## src/rtl/tri_bus_arbiter.sv

```systemverilog
// Round-robin arbiter for N_REQ requesters sharing one tristate bus.
// Registered grant/oe_n with a TURNAROUND gap of all-drivers-off between owners.
module tri_bus_arbiter #(
  parameter int N_REQ      = 4,
  parameter int TURNAROUND = 1,
  parameter int MAX_HOLD   = 16
) (
  input  logic                                        clk,
  input  logic                                        rst,
  input  logic [N_REQ-1:0]                            req,
  output logic [N_REQ-1:0]                            grant,
  output logic [N_REQ-1:0]                            oe_n,
  output logic [(N_REQ > 1 ? $clog2(N_REQ) : 1)-1:0]  owner,
  output logic                                        bus_busy,
  output logic                                        turn
);

  localparam int OW = (N_REQ > 1) ? $clog2(N_REQ) : 1;

  localparam logic [1:0] IDLE  = 2'd0;
  localparam logic [1:0] GRANT = 2'd1;
  localparam logic [1:0] TURN  = 2'd2;

  localparam logic [7:0]    HOLD_LIM  = 8'(MAX_HOLD - 1);
  localparam logic [2:0]    TURN_LAST = 3'(TURNAROUND - 1);
  localparam logic [OW-1:0] LAST_IDX  = OW'(N_REQ - 1);

  logic [1:0]       state, state_d;
  logic [7:0]       hold_cnt, hold_cnt_d;
  logic [2:0]       turn_cnt, turn_cnt_d;
  logic [OW-1:0]    rr_ptr, rr_ptr_d;
  logic [OW-1:0]    owner_d;
  logic [OW-1:0]    win_idx, cand;
  logic [N_REQ-1:0] grant_d;
  logic             win_found;
  logic             turn_d;
  logic             release_bus;
  logic             start_grant;

  // First active requester at or after rr_ptr, wrapping around.
  always_comb begin
    win_found = 1'b0;
    win_idx   = '0;
    cand      = '0;
    for (int unsigned i = 0; i < N_REQ; i++) begin
      cand = OW'((32'(rr_ptr) + i) % N_REQ);
      if (!win_found && req[cand]) begin
        win_found = 1'b1;
        win_idx   = cand;
      end
    end
  end

  assign release_bus = !req[owner] || ((hold_cnt == HOLD_LIM) && (|(req & ~grant)));

  always_comb begin
    state_d     = state;
    grant_d     = grant;
    owner_d     = owner;
    hold_cnt_d  = hold_cnt;
    turn_cnt_d  = turn_cnt;
    rr_ptr_d    = rr_ptr;
    turn_d      = turn;
    start_grant = 1'b0;

    case (state)
      IDLE: begin
        if (win_found) start_grant = 1'b1;
      end
      GRANT: begin
        if (release_bus) begin
          state_d    = TURN;
          grant_d    = '0;
          owner_d    = '0;
          turn_d     = 1'b1;
          turn_cnt_d = '0;
          rr_ptr_d   = (owner == LAST_IDX) ? '0 : owner + 1'b1;
        end else if (hold_cnt != HOLD_LIM) begin
          hold_cnt_d = hold_cnt + 8'd1;
        end
      end
      TURN: begin
        if (turn_cnt == TURN_LAST) begin
          turn_d = 1'b0;
          if (win_found) start_grant = 1'b1;
          else           state_d     = IDLE;
        end else begin
          turn_cnt_d = turn_cnt + 3'd1;
        end
      end
      default: begin
        state_d = IDLE;
        grant_d = '0;
        owner_d = '0;
        turn_d  = 1'b0;
      end
    endcase

    if (start_grant) begin
      state_d          = GRANT;
      grant_d          = '0;
      grant_d[win_idx] = 1'b1;
      owner_d          = win_idx;
      hold_cnt_d       = '0;
    end
  end

  // oe_n and bus_busy are derived from next-state grant so they stay in lockstep with it.
  always_ff @(posedge clk) begin
    if (rst) begin
      state    <= IDLE;
      grant    <= '0;
      oe_n     <= '1;
      owner    <= '0;
      bus_busy <= 1'b0;
      turn     <= 1'b0;
      hold_cnt <= '0;
      turn_cnt <= '0;
      rr_ptr   <= '0;
    end else begin
      state    <= state_d;
      grant    <= grant_d;
      oe_n     <= ~grant_d;
      owner    <= owner_d;
      bus_busy <= |grant_d;
      turn     <= turn_d;
      hold_cnt <= hold_cnt_d;
      turn_cnt <= turn_cnt_d;
      rr_ptr   <= rr_ptr_d;
    end
  end

endmodule

```

## config.mk

```make
export PLATFORM = sky130hd
export DESIGN_NAME = tri_bus_arbiter
export DESIGN_NICKNAME = d
export VERILOG_FILES = /design/src/rtl/tri_bus_arbiter.sv
export SDC_FILE = /design/constraint.sdc
export NUM_CORES = 1
export LEC_CHECK = 0
export BUFFER_PORTS_ARGS = -buffer_cell sky130_fd_sc_hd__buf_2
export CORE_UTILIZATION = 45
export DETAILED_ROUTE_END_ITERATION = 10
export GPL_TIMING_DRIVEN = 0
export PLACE_DENSITY_LB_ADDON = 0.12
export SYNTH_ARGS = -nofsm -noshare
export SYNTH_HDL_FRONTEND = slang
export SYNTH_SLANG_ARGS = --single-unit
```

## constraint.sdc

```tcl
create_clock -name clk -period 2.5 [get_ports clk]
set_input_delay 0.5 -clock clk [delete_from_list [all_inputs] [get_ports clk]]
set_output_delay 0.5 -clock clk [all_outputs]
set_load 0.02 [all_outputs]
```

After elaboration in Yosys (flattened, before gate mapping)

Cells that the tools add are included.
W data, S select, Z words.

Flip-flop bits (word level): 27
Output and inout bits: 12
Logic and storage cells: 107

Add/subtract/negate cells: 6
$lt $le $gt $ge: 7
Eq/ne operators: 14
Mux-type cells: 41
Bitwise logic cells: 5
Reduce and logical (&&, ||, !) cells: 24

Operators by type and width:

| operator              | number |
|---|---|
| $mux W2               | 10 |
| $lt A2 B3 Y1 const B  | 6 |
| $mux W1               | 15 |
| $bmux W1 S2           | 5 |
| $ne A2 B2 Y1 const B  | 5 |
| $ne A3 B3 Y1 const B  | 3 |
| $reduce_and A3 Y1     | 3 |
| $add A8 B1 Y8 const B | 1 |
| $eq A8 B4 Y1 const B  | 1 |
| $mux W4               | 2 |
| $ne A8 B4 Y1 const B  | 1 |
| $not A4 Y4            | 2 |
| $pmux W4 S2           | 1 |
| $reduce_and A4 Y1     | 2 |
| $reduce_or A4 Y1      | 2 |
| $mux W3               | 2 |
| $pmux W2 S3           | 1 |
| $pmux W3 S2           | 1 |
| $logic_and A1 B1 Y1   | 5 |
| $add A2 B1 Y2 const B | 2 |
| $add A2 B2 Y2 const B | 2 |
| $and A4 B4 Y4         | 1 |
| $eq A2 B2 Y1 const B  | 2 |
| $logic_not A1 Y1      | 4 |
| other kinds (15)      | 18 |

Depth between registers and ports, before layout

Word-level depth: 18
Mapped depth: 8
Depth with buffers taken out: 7

Least setup slack after synthesis

No wires, ideal clock.

Path type: input-to-reg
From: input port req[0]
To: register oe_n[2]
Arrival: 1.748 ns
Data required time: 2.385 ns
Slack: 0.637 ns
Cell stages on the path: 6
Cell sequence: nor4_1 -> a211o_1 -> clkbuf_1 -> nand2b_1 -> a21oi_2 -> o2bb2a_4

Cells in the longest elaborated chain, start to end: 18
Elaborated cells between the ends (all ways): 41
Those cells by class: 2 x order compare; 26 x mux; 2 x bitwise; 11 x reduce/logical

RTL lines:

| element                                                            | line | text |
|---|---|---|
| start, declared                                                    | 10   | `input logic [N_REQ-1:0] req,` |
| $bmux W1 S2                                                        | 47   | `if (!win_found && req[cand]) begin` |
| $mux W1 (implied by the code)                                      | 47   |  |
| $mux W1                                                            | 47   |  |
| $logic_not A1 Y1                                                   | 47   |  |
| $logic_and A1 B1 Y1                                                | 47   |  |
| $mux W1                                                            | 47   |  |
| $logic_not A1 Y1                                                   | 47   |  |
| $logic_and A1 B1 Y1                                                | 47   |  |
| [2 not listed]                                                     | -    |  |
| $logic_and A1 B1 Y1                                                | 47   |  |
| $mux W2                                                            | 47   |  |
| $lt A2 B3 Y1 (implied by the code) or $ge A2 B1 Y1 (tied branches) | 102  | `grant_d[win_idx] = 1'b1;` |
| $logic_and A1 B1 Y1 (implied by the code)                          | 102  |  |
| $mux W1 (implied by the code)                                      | 102  |  |
| $demux W1 S2                                                       | 102  |  |
| $mux W4 (*)                                                        | 99   | `if (start_grant) begin` |
| $not A4 Y4 (*)                                                     | 123  | `oe_n <= ~grant_d;` |
| end signal, assigned                                               | 123  |  |
| end, declared                                                      | 12   | `output logic [N_REQ-1:0] oe_n,` |

Every way passes the cells marked *; elsewhere a longest branch is shown, timed or not. The select of a mux whose other input is x is not followed.
A chain may end at the register's enable or synchronous reset.

Worst setup path after layout

From: register turn_cnt[0]
To: register grant[3]

Cells in the longest elaborated chain, start to end: 4

RTL lines:

| element                | line | text |
|---|---|---|
| start, declared        | 30   | `logic [2:0] turn_cnt, turn_cnt_d;` |
| start signal, assigned | 128  | `turn_cnt <= turn_cnt_d;` |
| $logic_not A3 Y1       | 83   | `if (turn_cnt == TURN_LAST) begin` |
| $mux W1                | 83   |  |
| $pmux W1 S2            | 66   | `case (state)` |
| $mux W4                | 99   |  |
| end signal, assigned   | 122  | `grant <= grant_d;` |
| end, declared          | 11   | `output logic [N_REQ-1:0] grant,` |

No other way between the ends.

==> flow_summary.yaml <==
outcome:
  status: "complete, no violations"
critical_path:
  cp_top_family: "simple AND/OR/NAND/NOR gates"
  arrival_ns: 2.34
  r2r_setup_slack_ns: 0.45
  reg2reg_to: "grant[3]"
  worstPathCellList: "inv_1 > ha_1 > nand2b_1 > a211o_1 > clkbuf_1 > nor3b_1 > a22o_1"
  end_kind: "flop"
  crit_path_max_incr_delay_ns: 0.62
  critPathKind: "flop to flop"
  cp_max_fo: 9
  worst_path_max_delay_cell: "nor3b_1"
  crit_buf_inv: 2
  worst-endpoint-required_ns: 2.79
  cp-start-kind: "flop"
  r2r-start: "turn_cnt[0]"
  r2r_cells: 7
grt:
  grt_use_total: 0.187
  top_usage_layer: "met2"
  grt_pass1_wl_um: 4730
  grtUsageMet3: 0.0369
  grt_pass1_vias: 1052
  gr-total-overflow: 0
  grt_max_degree: 17
  use_met2: 0.301
  grt_antenna_before_repair: 0
  met1_usage: 0.248
layout:
  multi_input_comb_area_um2: 743
  syn_to_final_growth_pct: 11.5
  drive_gt1_frac: 0.175
  fin_cells: 197
  fillerInstances: 260
  nets: 177
  antenna_cells: 0
  seqCellArea_um2: 541
die:
  start_util: 0.479
  num_rows: 19
  core-area_um2: 2780
  fp.dieArea_um2: 3180
  io_pins: 18
  dieWidth_um: 56.4
  die-height_um: 56.4
clock_tree:
  ctsHoldBuffers: 0
  post_cts_buffers: 0
  clock_latency_ns: 0.33
  cts.sinks: 27
  cts_buffers: 3
  cts_tree: "yes"
  cts_resized: 0
  max-clock-path-buffers: 2
  h-tree-depth: 1
  root_buffer: "clkbuf_4"
  path_clk_slew_ns: 0.15
placed_design:
  place.gp.congestion: 0.805
  port_buffers: 17
  dp.cells: 193
  place_hpwl_um: 1970
  pre_cts_ws_ns: 0.211
routing:
  drc: 0
  via_per_inst: 5.76
  drt-pass1-iter-count: 4
  drt_iter0_drc: 30
  routedWlPerCell_um: 13.7
  drt_wl_total_um: 2690
  ant_nets: 0
  vias: 1134
run:
  max_cap_violations: 0
worst_hold_path:
  hp-class: "flop to flop"
  whs_endpoint: "hold_cnt[1]"
  hold_path_depth: 2
  hold_start: "hold_cnt[1]"
sta:
  setup_viol: 0
  fin_setup_tns_ns: 0
  min_period_ns: 2.05
  maxSlewViolCount: 0
  skew_ns: 0.00184
  finalWorstSetupSlack_ns: 0.445
  max_clock_freq_ghz: 0.487
  period_share: 0.822
  finalHoldViolations: 0
  timing_worst_slew_pin_value_ns: 0.669
  slew_headroom: 0.553
  rsz0062_at_grt: "false"
yosys:
  ys.flop_type: "dfxtp_1"
  synth_largest_area_cell: "dfxtp_1"
  syn_nets: 155
  seq_area_frac_synth: 0.406
  synthDistinctLibCells: 46
  syn_inst: 145
  async_flop_share: 0
  yosys_warnings: 0
  syn_area_per_cell_um2: 9.19
  synth_top_cell_area_share: 0.406
  netlist_top_cells_area: "dfxtp_1 (41%), xor2_1 (4.6%), ha_1 (3.8%)"
  post-synth-top-count-cell: "dfxtp_1"
  synth-edff-count: 0
  synth_seq_cells: 27
  synthTopCellsByCount: "dfxtp_1 (27), nor2_1 (11), nand3_1 (10)"
  syn-cell-area_um2: 1330
power:
  power.total_w: 0.000853
  cellLeakagePower_nw: 0.570
  ir_drop_mv: 0.354
  cellPowerDensity_nw_per_um2: 574
==> stage by stage <==
stage	area (um^2)	util	hold WS (ns)
floorplan	1330	-	0.449
global placement	1460	0.524	0.457
detailed placement	1460	0.524	0.476
CTS	1490	0.534	0.494
global route	1490	0.534	0.526
finish	1490	0.534	0.489
==> worst max-delay path by stage <==
stage / end / slack (ns) / depth (start not counted) / startpoint
final: grant[3] / 0.45 / 7 / turn_cnt[0]
after global routing: oe_n[1] / 0.25 / 7 / turn_cnt[0]
after CTS: oe_n[1] / 0.48 / 7 / turn_cnt[0]
after detailed placement: oe_n[1] / 0.21 / 7 / req[0]
after global placement: oe_n[2] / 0.20 / 7 / req[0]
after floorplan: oe_n[2] / 0.64 / 6 / req[0]
==> routing by layer <==
layer | part of all wire | routed length, um
met1 | 0.48 | 1300
met4 | 0.012 | 32
met3 | 0.029 | 78
met2 | 0.48 | 1280
met5 | 0 | 0
==> report_power, final <==
| group | internal [W] | switching (W) | total (W) |
|---|---|---|---|
| logic | 0.0000713 | 0.000111 | 0.000183 |
| registers | 0.000455 | 0.0000194 | 0.000474 |
| clock network | 0.0000613 | 0.000135 | 0.000196 |
| total | 0.000587 | 0.000266 | 0.000853 |
==> cell type report <==
type	instances	share of cell area
Sequential cell	27	0.364
Timing Repair Buffer	17	0.0572
Clock buffer	3	0.0152
Tap cell	31	0.0261
Inverter	7	0.0177
Clock inverter	1	0.00505
Multi-Input combinational cell	106	0.500
Buffer	5	0.0152
==> state kept, by name, indices dropped and copies added, names as in the netlist <==
signal    flops
hold_cnt      8
grant         4
turn_cnt      3
turn          1
state         2
oe_n          4
rr_ptr        2
owner         2
bus_busy      1
==> cell families (layout without fill, tap and decap cells) <==
| group | count (synthesis) | count (layout) | synth area share |
|---|---|---|---|
| buffers and inverters | 12 | 33 | 0.0366 |
| AOI/OAI and AO/OA | 37 | 37 | 0.226 |
| adders and majority gates | 4 | 4 | 0.0376 |
| xor gates and xnor gates | 7 | 7 | 0.0460 |
| and+or+nand+nor | 55 | 55 | 0.225 |
| muxes | 3 | 3 | 0.0225 |
| DFF | 27 | 27 | 0.406 |
==> layout by cell type, fill, tap and decap left out, types with 2 or more instances in the layout <==
| cell type | n |
|---|---|
| dfxtp_1 | 27 |
| xor2_1 | 7 |
| nor3b_1 | 2 |
| a22o_1 | 3 |
| nor4_1 | 3 |
| nand2b_1 | 7 |
| a211oi_1 | 2 |
| o21a_1 | 2 |
| mux2i_1 | 3 |
| a22oi_1 | 2 |
| a21oi_1 | 6 |
| clkbuf_1 | 4 |
| nand3b_1 | 2 |
| nand2_1 | 7 |
| inv_1 | 6 |
| nand3_1 | 10 |
| nor2b_1 | 2 |
| o21ai_0 | 2 |
| nor3_1 | 2 |
| ha_1 | 4 |
| or3_1 | 2 |
| and3_1 | 2 |
| nor2_1 | 11 |
| buf_2 | 17 |
| o22ai_1 | 2 |
| o32ai_1 | 2 |
| and2_1 | 2 |
| clkbuf_4 | 3 |
| o2bb2ai_1 | 2 |
==> tightest hold or removal path: cells and delay by family, from the launching register on <==
kind / cells / cell delay (ns)
AO/OA/AOI/OAI: 1 / 0.06
AND/OR/NAND/NOR: 1 / 0.05
flip-flops: 1 / 0.35
Power figures use the tool's default switching activity.
